**config.mk**
```make
export PLATFORM = sky130hd
export DESIGN_NAME = matmul_seq_ctrl
export DESIGN_NICKNAME = d
export VERILOG_FILES = /design/src/rtl/matmul_pkg.sv /design/src/rtl/matmul_delay_line.sv /design/src/rtl/matmul_seq_ctrl.sv
export SDC_FILE = /design/constraint.sdc
export NUM_CORES = 1
export LEC_CHECK = 0
export BUFFER_PORTS_ARGS = -buffer_cell sky130_fd_sc_hd__buf_2
export CAP_MARGIN = 0
export CORE_MARGIN = 1
export CORE_UTILIZATION = 51
export DETAILED_ROUTE_END_ITERATION = 8
export PLACE_DENSITY = 0.78
export RECOVER_POWER = 25
export SETUP_SLACK_MARGIN = 0.15
export SYNTH_ARGS = -nofsm -noshare
export SYNTH_HDL_FRONTEND = slang
export SYNTH_SLANG_ARGS = --single-unit
```
**constraint.sdc**
```tcl
create_clock -name clk_i -period 1.6 [get_ports clk_i]
set_input_delay 0.32 -clock clk_i [delete_from_list [all_inputs] [get_ports clk_i]]
set_output_delay 0.32 -clock clk_i [all_outputs]
set_load 0.02 [all_outputs]
```
**src/rtl/matmul_pkg.sv**
```systemverilog
// matmul_pkg: shared dimensions, types and state encoding for the matmul sequencer.
package matmul_pkg;
  localparam int MAX_DIM = 4;
  localparam int SP_NTARGETS = 4;
  localparam int DIM_W = $clog2(MAX_DIM);
  localparam int TGT_W = $clog2(SP_NTARGETS);
  typedef logic [DIM_W-1:0] dim_t;
  typedef logic [TGT_W-1:0] tgt_t;
  typedef logic [MAX_DIM-1:0] elements_data_bus_t;
  typedef enum logic [2:0] {
    ST_IDLE, ST_CLEAR, ST_ACCUM, ST_DRAIN, ST_SP_REQ, ST_WRITE, ST_DONE
  } state_t;
  function automatic elements_data_bus_t col_mask_f(input dim_t m);
    elements_data_bus_t mask;
    mask = '0;
    for (int i = 0; i < MAX_DIM; i++) mask[i] = (i <= int'(m));
    return mask;
  endfunction
endpackage

```
**src/rtl/matmul_delay_line.sv**
```systemverilog
// matmul_delay_line: fixed-depth valid+payload shift register with synchronous flush.
module matmul_delay_line #(
  parameter int DEPTH = 1,
  parameter int W = 2
) (
  input  logic         clk_i,
  input  logic         rst_i,
  input  logic         flush_i,
  input  logic         in_v_i,
  input  logic [W-1:0] in_d_i,
  output logic         out_v_o,
  output logic [W-1:0] out_d_o
);
  logic [DEPTH-1:0] r_v;
  logic [DEPTH-1:0][W-1:0] r_d;
  always_ff @(posedge clk_i) begin
    if (rst_i || flush_i) begin
      r_v <= '0;
      r_d <= '0;
    end else begin
      r_v[0] <= in_v_i;
      r_d[0] <= in_d_i;
      for (int i = 1; i < DEPTH; i++) begin
        r_v[i] <= r_v[i-1];
        r_d[i] <= r_d[i-1];
      end
    end
  end
  assign out_v_o = r_v[DEPTH-1];
  assign out_d_o = r_d[DEPTH-1];
endmodule

```
**src/rtl/matmul_seq_ctrl.sv**
```systemverilog
// matmul_seq_ctrl: clear / accumulate / drain / scratchpad-request / write-back sequencer.
module matmul_seq_ctrl
  import matmul_pkg::*;
#(
  parameter int OP_RD_LAT = 1
) (
  input  logic               clk_i,
  input  logic               rst_i,
  input  logic               start_i,
  input  logic               abort_i,
  input  dim_t               n_dim_i,
  input  dim_t               k_dim_i,
  input  dim_t               m_dim_i,
  input  logic               bias_en_i,
  input  tgt_t               src_tgt_i,
  input  tgt_t               dst_tgt_i,
  input  logic               sp_gnt_i,
  output logic               busy_o,
  output logic               done_o,
  output logic               start_err_o,
  output logic               pe_clear_o,
  output logic               op_rd_en_o,
  output dim_t               op_rd_k_o,
  output logic               pe_acc_en_o,
  output elements_data_bus_t col_mask_o,
  output logic               sp_req_o,
  output logic               sp_rd_en_o,
  output dim_t               sp_rd_row_o,
  output tgt_t               sp_rd_tgt_o,
  output logic               sp_wr_en_o,
  output dim_t               sp_wr_row_o,
  output tgt_t               sp_wr_tgt_o
);
  state_t r_state;
  dim_t r_n_dim, r_k_dim, r_op_rd_k, r_sp_rd_row;
  tgt_t r_src_tgt, r_dst_tgt;
  elements_data_bus_t r_col_mask;
  logic r_bias_en, r_busy, r_done, r_start_err, r_pe_clear, r_op_rd_en, r_sp_req, r_sp_rd_en, r_wr_stage;
  logic w_flush, w_acc_v;
  dim_t w_acc_k;
  assign w_flush = abort_i && r_state != ST_IDLE;
  // The delayed k index tells DRAIN when the final operand has been accumulated.
  matmul_delay_line #(.DEPTH(OP_RD_LAT), .W(DIM_W)) u_acc_dl (
    .clk_i(clk_i), .rst_i(rst_i), .flush_i(w_flush), .in_v_i(r_op_rd_en), .in_d_i(r_op_rd_k),
    .out_v_o(w_acc_v), .out_d_o(w_acc_k)
  );
  matmul_delay_line #(.DEPTH(1), .W(DIM_W)) u_wr_dl (
    .clk_i(clk_i), .rst_i(rst_i), .flush_i(w_flush), .in_v_i(r_wr_stage), .in_d_i(r_sp_rd_row),
    .out_v_o(sp_wr_en_o), .out_d_o(sp_wr_row_o)
  );
  always_ff @(posedge clk_i) begin
    if (rst_i) begin
      r_state <= ST_IDLE;
      {r_n_dim, r_k_dim, r_op_rd_k, r_sp_rd_row} <= '0;
      {r_src_tgt, r_dst_tgt, r_col_mask} <= '0;
      {r_bias_en, r_busy, r_done, r_start_err, r_pe_clear} <= '0;
      {r_op_rd_en, r_sp_req, r_sp_rd_en, r_wr_stage} <= '0;
    end else if (w_flush) begin
      r_state <= ST_IDLE;
      {r_op_rd_k, r_sp_rd_row} <= '0;
      {r_busy, r_done, r_start_err, r_pe_clear} <= '0;
      {r_op_rd_en, r_sp_req, r_sp_rd_en, r_wr_stage} <= '0;
    end else begin
      r_start_err <= start_i && r_state != ST_IDLE;
      case (r_state)
        ST_IDLE: if (start_i) begin
          r_state <= ST_CLEAR;
          r_n_dim <= n_dim_i;
          r_k_dim <= k_dim_i;
          r_bias_en <= bias_en_i;
          r_src_tgt <= src_tgt_i;
          r_dst_tgt <= dst_tgt_i;
          r_col_mask <= col_mask_f(m_dim_i);
          r_busy <= 1'b1;
          r_pe_clear <= 1'b1;
        end
        ST_CLEAR: begin
          r_state <= ST_ACCUM;
          r_pe_clear <= 1'b0;
          r_op_rd_en <= 1'b1;
          r_op_rd_k <= '0;
        end
        ST_ACCUM: if (r_op_rd_k == r_k_dim) begin
          r_state <= ST_DRAIN;
          r_op_rd_en <= 1'b0;
        end else r_op_rd_k <= r_op_rd_k + 1'b1;
        ST_DRAIN: if (w_acc_v && w_acc_k == r_k_dim) begin
          r_state <= ST_SP_REQ;
          r_sp_req <= 1'b1;
        end
        ST_SP_REQ: if (sp_gnt_i) begin
          r_state <= ST_WRITE;
          r_sp_rd_en <= r_bias_en;
          r_sp_rd_row <= '0;
          r_wr_stage <= 1'b1;
        end
        ST_WRITE: if (r_sp_rd_row == r_n_dim) begin
          r_state <= ST_DONE;
          r_sp_rd_en <= 1'b0;
          r_wr_stage <= 1'b0;
          r_done <= 1'b1;
        end else r_sp_rd_row <= r_sp_rd_row + 1'b1;
        ST_DONE: begin
          r_state <= ST_IDLE;
          r_done <= 1'b0;
          r_sp_req <= 1'b0;
          r_busy <= 1'b0;
        end
        default: r_state <= ST_IDLE;
      endcase
    end
  end
  assign busy_o = r_busy;
  assign done_o = r_done;
  assign start_err_o = r_start_err;
  assign pe_clear_o = r_pe_clear;
  assign op_rd_en_o = r_op_rd_en;
  assign op_rd_k_o = r_op_rd_k;
  assign pe_acc_en_o = w_acc_v;
  assign col_mask_o = r_col_mask;
  assign sp_req_o = r_sp_req;
  assign sp_rd_en_o = r_sp_rd_en;
  assign sp_rd_row_o = r_sp_rd_row;
  assign sp_rd_tgt_o = r_src_tgt;
  assign sp_wr_tgt_o = r_dst_tgt;
endmodule
```
==> results by group <==
Finish
  – Inserted Diodes: 0
  – Nets: 235
  – Post-route core utilization: 63.9%
  – Non-Filler Instances: 250
  – P&R area growth vs syn: 18.3%
  – Fraction of layout cells with a size suffix above 1: 21.9%

Yosys
  – Cells after Synth: 176
  – Synth top area share: 45.7%
  – Top FF cell, synth: dfxtp_1
  – Post-synth cell types: 38
  – Mapped cell area: 1490 sq um
  – Sequential element share of the synthesized area: 45.7%
  – Synthesis Warnings: 0
  – Post-synth ARST share: 0%
  – Net count after synthesis: 192
  – EDFF count, synth: 0
  – Cell taking the most area after synthesis: dfxtp_1
  – Avg Inst Size Synth: 8.47 sq um
  – Top cells by area, synth: dfxtp_1 46%, nand2_1 8.3%, a21oi_1 7.1%
  – Number of synthesized register bits: 34

Floorplan
  – Rows: 19
  – Die ar.: 3140 sq um
  – Die Width: 56.1 um
  – Die Y: 56.1 um
  – Core ar.: 2760 sq um
  – Starting Density: 54.0%
  – I/O pin cnt: 39

STA
  – Max-slew violation count: 0
  – Final setup vio count: 0
  – RSZ-0062 raised after global routing: false
  – Total negative setup slack: 0 ps
  – Post-route clock skew: 8.48 ps
  – Final Hold Vio Count: 0
  – Fmax: 0.730 GHz
  – Worst-margin pin slew: 323 ps
  – Post-route clock period utilization: 85.6%
  – Slew HR: 78.3%
  – Final min period: 1370 ps

Detailed routing
  – DRT Pass-1 Iters: 4
  – Wirelength, routed: 3280 um
  – DR WL/cell: 13.1 um
  – DR vias/cell: 5.57
  – ANT nets after route: 0
  – Violation count after the first detailed-route iteration: 46
  – DRC viols: 0
  – Via count: 1392

Clock tree
  – Root buffer cell: clkbuf_4
  – CTS max path bufs: 2
  – Post-cts sizing count: 2
  – CTS HTree Levels: 2
  – Clock sinks: 34
  – Post-CTS Hold Buffers: 0
  – Clock latency on the worst-skew pair: 340 ps
  – CTS tree: done
  – # Post-CTS Setup Buffers: 0
  – TritonCTS Buffers: 5
  – Worst-path clk slew: 100 ps

Critical path
  – Worst r2r dst: op_rd_en_o
  – Worst Setup Start Kind: flip-flop
  – Max Fanout on Critical Path: 6
  – Max incr delay on CP: 410 ps
  – Critical path cell sequence: or3_4 -> a21oi_2 -> buf_4 -> o221a_1
  – Worst setup endpoint: op_rd_en_o
  – Crit path from: r_state[2]
  – R2r worst-path depth: 4
  – WS Path Type: flip-flop to flip-flop
  – FF-to-FF setup slack: 230 ps
  – Critical-path top delay cell: or3_4
  – Critical Path AT: 1650 ps
  – Worst flop-to-flop path startpoint: r_state[2]
  – Req. time, crit path: 1880 ps
  – Crit. End Element: flip-flop

Hold path
  – Type of the tightest min-delay check: input port to flip-flop
  – Worst hold stages: 3

GRT
  – First-pass GRT wire length: 5520 um
  – Overflow after GRT: 0
  – Total Routing Usage GR: 22.8%
  – Largest net degree at the start of global routing: 18
  – Vias in the first global route: 1298
  – Initial antenna violation count: 0

Placement
  – GPL Wtd Cong: 0.863
  – PortBufs: 38
  – Detailed Place HPWL: 2380 um
  – Dpl cells: 243

Status
  – Status: finished, final reports clean

Job
  – MaxCap Viol Count: 0

Pwr
  – VDD IR max: 0.951 mV
  – PwrDens: 1050 nW/um^2
  – Static Leak: 0.000729 uW
-- state kept, by name, indices dropped and copies added (netlist names), 2 cells and up --
name	count
r_state	3
col_mask_o	4
sp_wr_tgt_o	2
u_acc_dl.out_d_o	2
r_k_dim	2
sp_rd_row_o	2
op_rd_k_o	2
u_wr_dl.out_d_o	2
r_n_dim	2
sp_rd_tgt_o	2
-- worst max-delay path: cells and delay by family, from the launching register on --
family | cells | cell delay, ps
flip-flops | 1 | 360
buffers and inverters | 1 | 170
AO/OA/AOI/OAI | 2 | 380
AND/OR/NAND/NOR | 1 | 410
-- cells in the final DEF, fill, tap and decap left out, types with 4 or more instances in the layout --
cell type / count
a21oi_1: 21
a31oi_1: 6
and2_1: 5
and3_1: 4
buf_2: 24
buf_4: 9
clkbuf_1: 16
clkbuf_4: 5
dfxtp_1: 33
nand2_1: 33
nor2_1: 10
nor2b_1: 4
o21ai_0: 5
xnor2_1: 5
-- stage by stage --
step | total power [uW] | hold slack [ps] | setup WS, ps | instance area (sq um)
after global placement | 1410 | 440 | 177 | 1720
after global routing | 1950 | 198 | 159 | 1760
after CTS | 1860 | 204 | 170 | 1770
final | 1850 | 216 | 230 | 1760
after floorplan | 1290 | 389 | 283 | 1490
after detailed placement | 1430 | 450 | 117 | 1720
-- cell families (layout without fill, tap and decap cells) --
group	count (synthesis)	after routing	synth area share (%)
AO/OA/AOI/OAI	51	51	22.3
XOR/XNOR	6	6	3.53
buffers and inverters	14	57	5.21
flip-flops	34	34	45.7
AND/OR/NAND/NOR	71	71	23.3
-- layout make-up --
cell class              count  area (sq um)
inverters                   3          11.3
multi-input cells         128           746
fillers                   238           995
clock buffers               7          45.0
repair buffers             47           240
flip-flops and latches     34           682
well taps                  31          38.8
-- cell usage after synthesis (2+ instances only) --
| cell type | instances |
|---|---|
| a21o_1 | 3 |
| a21oi_1 | 21 |
| a31oi_1 | 6 |
| and2_1 | 5 |
| and3_1 | 4 |
| buf_2 | 5 |
| buf_6 | 2 |
| clkbuf_1 | 3 |
| dfxtp_1 | 34 |
| inv_1 | 3 |
| nand2_1 | 33 |
| nand2b_1 | 2 |
| nand3_1 | 4 |
| nor2_1 | 10 |
| nor2b_1 | 4 |
| nor3_1 | 3 |
| nor3_2 | 3 |
| o21ai_0 | 5 |
| o21bai_1 | 2 |
| xnor2_1 | 6 |
-- worst min-delay path by stage --
stage	start	endpoint	slack, ps
6_report	k_dim_i[1]	r_k_dim[1]	220
5_1_grt	k_dim_i[1]	r_k_dim[1]	200
3_3_place_gp	col_mask_o[3]	col_mask_o[3]	440
4_1_cts	k_dim_i[1]	r_k_dim[1]	200
3_5_place_dp	col_mask_o[3]	col_mask_o[3]	450
2_1_floorplan	rst_i	col_mask_o[3]	390
-- power breakdown --
part	switching, uW	total (uW)	internal, uW	leakage (uW)
clock	267	432	166	0.0000254
combinational	280	449	169	0.000426
sequential	58.1	969	910	0.000278
total	605	1850	1240	0.000729
-- per-layer routing --
metal  track usage, %  wire, um  vias to the layer above
met3             7.44       213                        6
met2             36.2      1560                       49
li1                 -         -                      697
met1             27.9      1450                      640
met4             10.8        57                        0
met5                0         0                        -
Power figures use the tool's default switching activity.
